[config.mk]
export PLATFORM = sky130hd
export DESIGN_NAME = food_rand_gen
export DESIGN_NICKNAME = d
export VERILOG_FILES = /design/src/rtl/food_rand_gen.sv
export SDC_FILE = /design/constraint.sdc
export NUM_CORES = 1
export LEC_CHECK = 0
export CAP_MARGIN = 40
export CORE_MARGIN = 2
export CORE_UTILIZATION = 55
export DETAILED_ROUTE_END_ITERATION = 10
export PLACE_DENSITY = 0.79
export SLEW_MARGIN = 20
export SYNTH_ARGS = -nofsm -noshare
export SYNTH_HDL_FRONTEND = slang
export SYNTH_SLANG_ARGS = --single-unit
[constraint.sdc]
create_clock -name clk -period 2.1 [get_ports clk]
set_input_delay 0.63 -clock clk [delete_from_list [all_inputs] [get_ports clk]]
set_output_delay 0.63 -clock clk [all_outputs]
set_load 0.02 [all_outputs]
[src/rtl/food_rand_gen.sv]
`default_nettype none
// ============================================================================
// Module   : food_rand_gen
// Purpose  : Draws a random in-grid food cell that avoids the snake head,
//            falling back to a deterministic cell after RETRY_MAX rejections.
//            Optional macro RAND_START_AUTO_EN lets game_start trigger a draw.
// Revision : 1.0 - initial release
// ============================================================================
module food_rand_gen #(
    parameter logic [15:0] SEED       = 16'hACE1,
    parameter int          CELL_COUNT = 400,
    parameter int          RETRY_MAX  = 8
) (
    input  logic       clk,
    input  logic       rst_n,
    input  logic       req,
    input  logic       game_start,
    input  logic [8:0] head_cell,
    output logic [8:0] rand_num,
    output logic       rand_drive,
    output logic       busy,
    output logic       fallback_used
);

    // An all-zero seed would lock the LFSR, so it is promoted to 1.
    localparam logic [15:0] c_seed = (SEED == 16'h0000) ? 16'h0001 : SEED;

    localparam int              c_rw         = (RETRY_MAX > 1) ? $clog2(RETRY_MAX) : 1;
    localparam logic [c_rw-1:0] c_retry_last = c_rw'(RETRY_MAX - 1);
    localparam logic [9:0]      c_cells      = 10'(CELL_COUNT);
    localparam logic [9:0]      c_half       = 10'(CELL_COUNT / 2);

    localparam logic [1:0] c_idle  = 2'd0;
    localparam logic [1:0] c_draw  = 2'd1;
    localparam logic [1:0] c_check = 2'd2;

    logic [15:0]     r_lfsr;
    logic [1:0]      r_state;
    logic [c_rw-1:0] r_retry;
    logic [8:0]      r_cand;
    logic [8:0]      r_rand_num;
    logic            r_rand_drive;
    logic            r_busy;
    logic            r_fallback_used;

    logic            w_lfsr_fb;
    logic            w_start;
    logic            w_cand_ok;
    logic [9:0]      w_fb_sum;
    logic [8:0]      w_fb_cell;

    assign w_lfsr_fb = r_lfsr[15] ^ r_lfsr[13] ^ r_lfsr[12] ^ r_lfsr[10];

`ifdef RAND_START_AUTO_EN
    assign w_start = req | game_start;
`else
    logic w_unused_game_start;
    assign w_unused_game_start = game_start;
    assign w_start             = req;
`endif

    assign w_cand_ok = ({1'b0, r_cand} < c_cells) && (r_cand != head_cell);

    // Single conditional subtract; the result always fits in 9 bits.
    assign w_fb_sum  = {1'b0, head_cell} + c_half;
    assign w_fb_cell = 9'((w_fb_sum >= c_cells) ? (w_fb_sum - c_cells) : w_fb_sum);

    always_ff @(posedge clk or negedge rst_n) begin
        if (!rst_n) begin
            r_lfsr          <= c_seed;
            r_state         <= c_idle;
            r_retry         <= '0;
            r_cand          <= '0;
            r_rand_num      <= '0;
            r_rand_drive    <= 1'b0;
            r_busy          <= 1'b0;
            r_fallback_used <= 1'b0;
        end else begin
            r_lfsr       <= {r_lfsr[14:0], w_lfsr_fb};
            r_rand_drive <= 1'b0;
            case (r_state)
                c_idle: begin
                    if (w_start) begin
                        r_state <= c_draw;
                        r_busy  <= 1'b1;
                        r_retry <= '0;
                    end
                end
                c_draw: begin
                    r_cand  <= r_lfsr[8:0];
                    r_state <= c_check;
                end
                c_check: begin
                    if (w_cand_ok) begin
                        r_rand_num      <= r_cand;
                        r_rand_drive    <= 1'b1;
                        r_fallback_used <= 1'b0;
                        r_busy          <= 1'b0;
                        r_state         <= c_idle;
                    end else if (r_retry == c_retry_last) begin
                        r_rand_num      <= w_fb_cell;
                        r_rand_drive    <= 1'b1;
                        r_fallback_used <= 1'b1;
                        r_busy          <= 1'b0;
                        r_state         <= c_idle;
                    end else begin
                        r_retry <= r_retry + c_rw'(1);
                        r_state <= c_draw;
                    end
                end
                default: begin
                    r_state <= c_idle;
                    r_busy  <= 1'b0;
                end
            endcase
        end
    end

    assign rand_num      = r_rand_num;
    assign rand_drive    = r_rand_drive;
    assign busy          = r_busy;
    assign fallback_used = r_fallback_used;

endmodule
`default_nettype wire
==> flow_summary.ini, run 1 <==
[place]
buffer_ports.inserted = 23
placedInstanceArea_mm2 = 0.002526
dpl.hpwl_um = 3271
dpl_worst_slack_ns = -0.8225
routabilityCongestion = 0.9335

[floorplan]
num_rows = 22
dieArea_mm2 = 0.004204
die_h_um = 64.84
top_level_ports = 25
core_area_mm2 = 0.003606
die_x_um = 64.84
start_util_pct = 56.45

[route]
wire_per_inst_um = 17.92
vias_per_cell = 5.859
first_pass_iters = 5
drt.antenna.violating_nets = 0
detailroute.via_count = 1658
remaining_drc_errors = 0
drt_first_iter_violations = 126
wirelength_um = 5071

[setup_path]
crit_type = input pin to register
regToRegEndpoint = rand_num[5]
cp.required_ns = 2.30
timing.critical_path.from_type = input pin
worst-endpoint-arrival_ns = 2.33
reg2regPathDepth = 7
reg2reg_from = r_cand[4]
timing.critical_path.to_type = register
cp_max_fo = 4
setup.reg_to_reg.worst_slack_ns = 0.10

[clock_network]
cts_htree_levels = 2
cts-root-to-sink-buffers = 2
cts_buffers = 5
clock_insertion_delay_worst_skew_ns = 0.30
tritoncts = yes
clock_sink_count = 42
cts-root-buf = sky130_fd_sc_hd__clkbuf_8
cts.reportedPaths.clkPinSlew_ns = 0.09

[synth]
postSynthAreaPerCell_um2 = 11.44
synth_top_flop_cell = sky130_fd_sc_hd__dfrtp_1
yosysWarningCount = 0
yosysSeqAreaShare_pct = 52.12
asyncSetResetFlopFracSynth_pct = 100.0
yosysUniqueCellTypes = 48
postSynthRegisterBits = 42
number_of_flops_mapped_to_enable_cells_by_yosys = 0
synth.net_count = 196
post_synth_inst_count = 178
synth_area_mm2 = 0.002036

[cells_and_area]
fin_area_mm2 = 0.002761
regArea_mm2 = 0.001061
filler_cell_count = 213
layout.nets = 252
drive_gt1_share_pct = 37.45
area_growth_syn_to_layout_pct = 35.65
antenna_cells_inserted = 0
commonest_non_fill_non_tap_cell_in_the_layout = sky130_fd_sc_hd__dfrtp_1
final_cell_mix = 34 x sky130_fd_sc_hd__dfrtp_1, 32 x sky130_fd_sc_hd__buf_4, 13 x sky130_fd_sc_hd__nand2_1, 13 x sky130_fd_sc_hd__clkdlybuf4s50_1, 11 x sky130_fd_sc_hd__mux2_2
area_occupied_by_multi_input_gates_mm2 = 0.001066

[timing]
report.final.slew_viol_count = 0
period_needed_ns = 2.129
tightest_pin_transition_ns = 0.5263
hold_viol_final = 0
timing.final.setup_violations = 3
max_slew_margin_pct = 64.84
grt_setup_unrepaired = true
post_route_skew_ns = 0.007765
fmaxAchievable_ghz = 0.4697
finalHoldWorstSlack_ns = 0.2355
layout_setup_ws_ns = -0.02880
finalCritPeriodShare_pct = 101.4

[grt]
grt_start_max_net_pins = 20
first_pass_grt_wire_length_um = 7921
track_usage_pct = 25.43
gr-total-overflow = 0
grt_antenna_before_repair = 0
first_global_vias = 1653

[run]
maxCapViolations = 0

[worst_hold_path]
min-delay-path-class = input pin to asynchronous set/reset pin

[power_and_ir_drop]
total_leakage_power_nw = 1.325
cellPowerDensity_mw_per_mm2 = 644.9
peakVddDrop_v = 0.0005338

[run_status]
run_status = finished, violations left
violations_in_the_final_reports = negative setup slack
## layer usage
layer,wire length (um),global-route usage [%],vias up,part of all wire (%)
met5,0,0,-,0
li1,-,-,739,-
met3,313,7.639,20,6.2
met2,2481,39.82,76,49
met4,179,12.50,0,3.5
met1,2096,32.07,823,41
## synth_stat cells (2+ instances only)
cell,number,area (um^2)
sky130_fd_sc_hd__mux2_2,11,123.9
sky130_fd_sc_hd__a21o_1,3,22.52
sky130_fd_sc_hd__inv_1,4,15.01
sky130_fd_sc_hd__nand2_1,13,48.80
sky130_fd_sc_hd__a22o_1,5,43.79
sky130_fd_sc_hd__nand2b_1,2,12.51
sky130_fd_sc_hd__nor2b_1,3,18.77
sky130_fd_sc_hd__dfstp_2,8,210.2
sky130_fd_sc_hd__a21oi_1,10,50.05
sky130_fd_sc_hd__xor2_1,10,87.58
sky130_fd_sc_hd__nand3_1,3,15.01
sky130_fd_sc_hd__mux2i_1,5,50.05
sky130_fd_sc_hd__ha_1,5,62.56
sky130_fd_sc_hd__nor3_2,2,20.02
sky130_fd_sc_hd__o21ai_1,4,20.02
sky130_fd_sc_hd__or3_1,2,12.51
sky130_fd_sc_hd__dfrtp_1,34,850.8
sky130_fd_sc_hd__xnor2_1,5,43.79
sky130_fd_sc_hd__o21ai_0,5,25.02
sky130_fd_sc_hd__buf_2,4,20.02
sky130_fd_sc_hd__and3_1,2,12.51
sky130_fd_sc_hd__nor2_1,12,45.04
## cell type report
class	count	share of cell area, %
multi-input cells	125	38.60
flip-flops and latches	42	38.42
repair buffers	55	16.67
clock buffers	5	2.492
well taps	48	2.175
clock inverters	3	0.9515
inverters	5	0.6797
## worst max-delay path, cell delays in order
cell and delay (ns):
sky130_fd_sc_hd__dlygate4sd2_1 0.27, sky130_fd_sc_hd__buf_4 0.16, sky130_fd_sc_hd__or3_1 0.37, sky130_fd_sc_hd__o2111ai_4 0.27
sky130_fd_sc_hd__a21oi_2 0.06, sky130_fd_sc_hd__o31ai_1 0.27, sky130_fd_sc_hd__a21oi_1 0.13, sky130_fd_sc_hd__o22a_1 0.16
## worst max path at each step
stage / startpoint / to / slack [ns]
4_1_cts: head_cell[4] / rand_num[5] / 0.01
5_1_grt: head_cell[8] / rand_num[4] / -0.08
3_5_place_dp: head_cell[3] / rand_num[5] / -0.82
2_1_floorplan: head_cell[3] / rand_num[4] / -0.09
3_3_place_gp: head_cell[3] / rand_num[5] / -0.78
6_report: head_cell[8] / rand_num[6] / -0.03
## power by group
part           switching [mW]  internal, mW  leakage, nW
logic                   0.197         0.178        0.727
registers              0.0211         0.837        0.548
clock network           0.301         0.246       0.0495
## cell families after synthesis
logic type | after synthesis | share of synthesized area [%]
simple gates | 45 | 12.05
compound gates | 43 | 14.63
flops | 42 | 52.12
mux | 17 | 9.219
xor+xnor | 15 | 6.453
buf+inv | 11 | 2.458
fa+ha+maj | 5 | 3.073
## sequential cells by signal, indices dropped and copies added (netlist names)
name	cells
fallback_used	1
r_cand	9
r_lfsr	16
r_state	2
r_retry	3
busy	1
rand_drive	1
rand_num	9
## per-stage QoR
stage	power, mW	util, %	setup TNS (ns)	instances
after CTS	1.766	74.53	0	280
after global placement	1.195	70.06	-8.426	270
after floorplan	1.048	-	-0.1982	178
after detailed placement	1.206	70.06	-9.224	270
after global routing	1.871	76.58	-0.2961	283
final	1.781	76.58	-0.06658	283
## repair_timing
item                                    4_1_cts  5_1_grt
pin swaps                                    12       12
hold buffers                                  0        0
resized for setup                            33       14
endpoints found under the setup margin       15        8
buffers inserted                              2        3
Power figures use the tool's default switching activity.
==> run 2: changes to the inputs <==
--- a/config.mk
+++ b/config.mk
@@ -6,6 +6,7 @@
 export NUM_CORES = 1
 export LEC_CHECK = 0
 export CAP_MARGIN = 40
+export CORE_ASPECT_RATIO = 1.75
 export CORE_MARGIN = 2
 export CORE_UTILIZATION = 55
 export DETAILED_ROUTE_END_ITERATION = 10
==> flow_summary.ini, run 2 (synthesis results as in run 1) <==
[run_status]
run_status = finished, violations left
violations_in_the_final_reports = negative setup slack

[timing]
period_needed_ns = 2.116
grt_setup_unrepaired = true
timing.final.setup_violations = 1
fmaxAchievable_ghz = 0.4727
finalCritPeriodShare_pct = 100.7
post_route_skew_ns = 0.008944
max_slew_margin_pct = 59.94
report.final.slew_viol_count = 0
summed_negative_setup_slack_over_all_endpoints_ns = -0.01571
tightest_pin_transition_ns = 0.5996
finalHoldWorstSlack_ns = 0.2673
layout_setup_ws_ns = -0.01571
hold_viol_final = 0

[floorplan]
top_level_ports = 25
start_util_pct = 56.67
die_h_um = 84.48
num_rows = 29
core_area_mm2 = 0.003592
dieArea_mm2 = 0.004223
die_x_um = 49.99

[grt]
gr-total-overflow = 0
first_pass_grt_wire_length_um = 9197
first_global_vias = 1901
track_usage_pct = 29.52
grt_start_max_net_pins = 25
grt_antenna_before_repair = 0

[cells_and_area]
layout.nets = 266
register_ranked_first_by_flip_flop_count = r_lfsr
area_growth_syn_to_layout_pct = 46.28
commonest_non_fill_non_tap_cell_in_the_layout = sky130_fd_sc_hd__buf_4
drive_gt1_share_pct = 45.78
fin_area_mm2 = 0.002978
largest_register_ffs = 16
final_cell_mix = 43 x sky130_fd_sc_hd__buf_4, 33 x sky130_fd_sc_hd__dfrtp_1, 13 x sky130_fd_sc_hd__clkdlybuf4s50_1
antenna_cells_inserted = 0
filler_cell_count = 211

[worst_hold_path]
min-delay-path-class = input pin to asynchronous set/reset pin

[route]
remaining_drc_errors = 0
wire_per_inst_um = 19.49
detailroute.via_count = 1693
wirelength_um = 5750
drt_first_iter_violations = 51
drt.antenna.violating_nets = 0
first_pass_iters = 4
vias_per_cell = 5.739

[place]
dpl.hpwl_um = 3952
placedInstanceArea_mm2 = 0.002611
buffer_ports.inserted = 23
routabilityCongestion = 0.8686

[clock_network]
cts_buffers = 5
cts.reportedPaths.clkPinSlew_ns = 0.09
clock_insertion_delay_worst_skew_ns = 0.30
post_cts_hold_buffer_count = 0
clock_sink_count = 42
cts_htree_levels = 2
cts-root-buf = sky130_fd_sc_hd__clkbuf_8
cts-root-to-sink-buffers = 2
tritoncts = yes

[setup_path]
regToRegEndpoint = rand_num[6]
timing.critical_path.from_type = input pin
timing.critical_path.to_type = register
setup.reg_to_reg.worst_slack_ns = 0.04
reg2regPathDepth = 9
cp_max_fo = 4
cp.required_ns = 2.29
crit_type = input pin to register
worst-endpoint-arrival_ns = 2.31
reg2reg_from = r_cand[3]

[power_and_ir_drop]
switching_share_pct = 29.85
power_frac_clock_pct = 29.2
peakVddDrop_v = 0.0005780
total_power_mw = 1.840
cellInternalPower_mw = 1.291
total_leakage_power_nw = 1.405
power_switching_uw = 549.1
cellPowerDensity_mw_per_mm2 = 617.8
p_comb_share_pct = 23.9
pwr-share-seq_pct = 46.9

[run]
maxCapViolations = 0
## run 2: cell count changes in the layout (fill, tap and decap cells not counted), moves of 2 or more
cell / before / now
sky130_fd_sc_hd__buf_4: 32 / 43
sky130_fd_sc_hd__xor2_1: 8 / 5
sky130_fd_sc_hd__xor2_2: 2 / 5
sky130_fd_sc_hd__buf_6: 0 / 2
sky130_fd_sc_hd__dlygate4sd2_1: 4 / 2
sky130_fd_sc_hd__ha_2: 2 / 0
sky130_fd_sc_hd__ha_4: 1 / 3
sky130_fd_sc_hd__inv_6: 3 / 1
sky130_fd_sc_hd__nand2b_1: 2 / 0
sky130_fd_sc_hd__nor3_4: 1 / 3
## run 2: power by group through the flow
stage | clock, mW | combinational (mW) | sequential [mW]
6_report | 0.537 | 0.440 | 0.863
3_3_place_gp | 0 | 0.347 | 0.875
2_1_floorplan | 0 | 0.151 | 0.896
3_5_place_dp | 0 | 0.361 | 0.878
4_1_cts | 0.549 | 0.384 | 0.862
5_1_grt | 0.587 | 0.465 | 0.867
## run 2: through the flow
step | utilization [%] | cells | worst slack (ns)
3_5_place_dp | 72.69 | 278 | -0.9317
5_1_grt | 82.90 | 295 | -0.08448
6_report | 82.90 | 295 | -0.01571
4_1_cts | 79.00 | 290 | 0.002426
3_3_place_gp | 72.69 | 278 | -0.7522
2_1_floorplan | - | 178 | -0.09115
## run 2: how the worst max path moves through the flow
| stage | start | endpoint | slack, ns | depth (start not counted) |
|---|---|---|---|---|
| detailed placement | head_cell[3] | rand_num[5] | -0.93 | 9 |
| global placement | head_cell[3] | rand_num[5] | -0.75 | 9 |
| finish | head_cell[3] | rand_num[6] | -0.02 | 12 |
| global route | head_cell[3] | rand_num[5] | -0.08 | 10 |
| CTS | head_cell[7] | rand_num[6] | 0.002 | 8 |
| floorplan | head_cell[3] | rand_num[4] | -0.09 | 9 |
## run 2: cell type report
class | count | area, um^2 | share of cell area, %
Clock buffer | 5 | 68.82 | 2.311
Clock inverter | 3 | 25.02 | 0.8403
Inverter | 5 | 18.77 | 0.6303
Multi-Input combinational cell | 125 | 1161 | 38.99
Sequential cell | 42 | 1062 | 35.67
Tap cell | 46 | 57.56 | 1.933
Timing Repair Buffer | 69 | 584.3 | 19.62
## run 2: per-layer routing
metal / vias up / GRT usage [%] / share of wire [%]
met3: 28 / 4.448 / 2.4
met2: 68 / 52.75 / 57
met4: 0 / 19.19 / 5.9
met1: 826 / 30.81 / 35
met5: - / 0 / 0
li1: 771 / - / -
## run 2: critical path, stage by stage
cell and delay [ns]:
sky130_fd_sc_hd__buf_8 0.11, sky130_fd_sc_hd__ha_4 0.17, sky130_fd_sc_hd__xnor2_4 0.17, sky130_fd_sc_hd__buf_4 0.15, sky130_fd_sc_hd__ha_4 0.16, sky130_fd_sc_hd__nand2_4 0.06
sky130_fd_sc_hd__mux2i_4 0.18, sky130_fd_sc_hd__buf_4 0.14, sky130_fd_sc_hd__a21oi_1 0.06, sky130_fd_sc_hd__o31ai_1 0.22, sky130_fd_sc_hd__a21oi_1 0.10, sky130_fd_sc_hd__o22a_1 0.16
## run 2: repair_timing
| item | in CTS | in global routing |
|---|---|---|
| setup buffers | 4 | 6 |
| gates resized for setup | 45 | 26 |
| pin swaps | 17 | 7 |
| setup endpoints to repair | 15 | 12 |
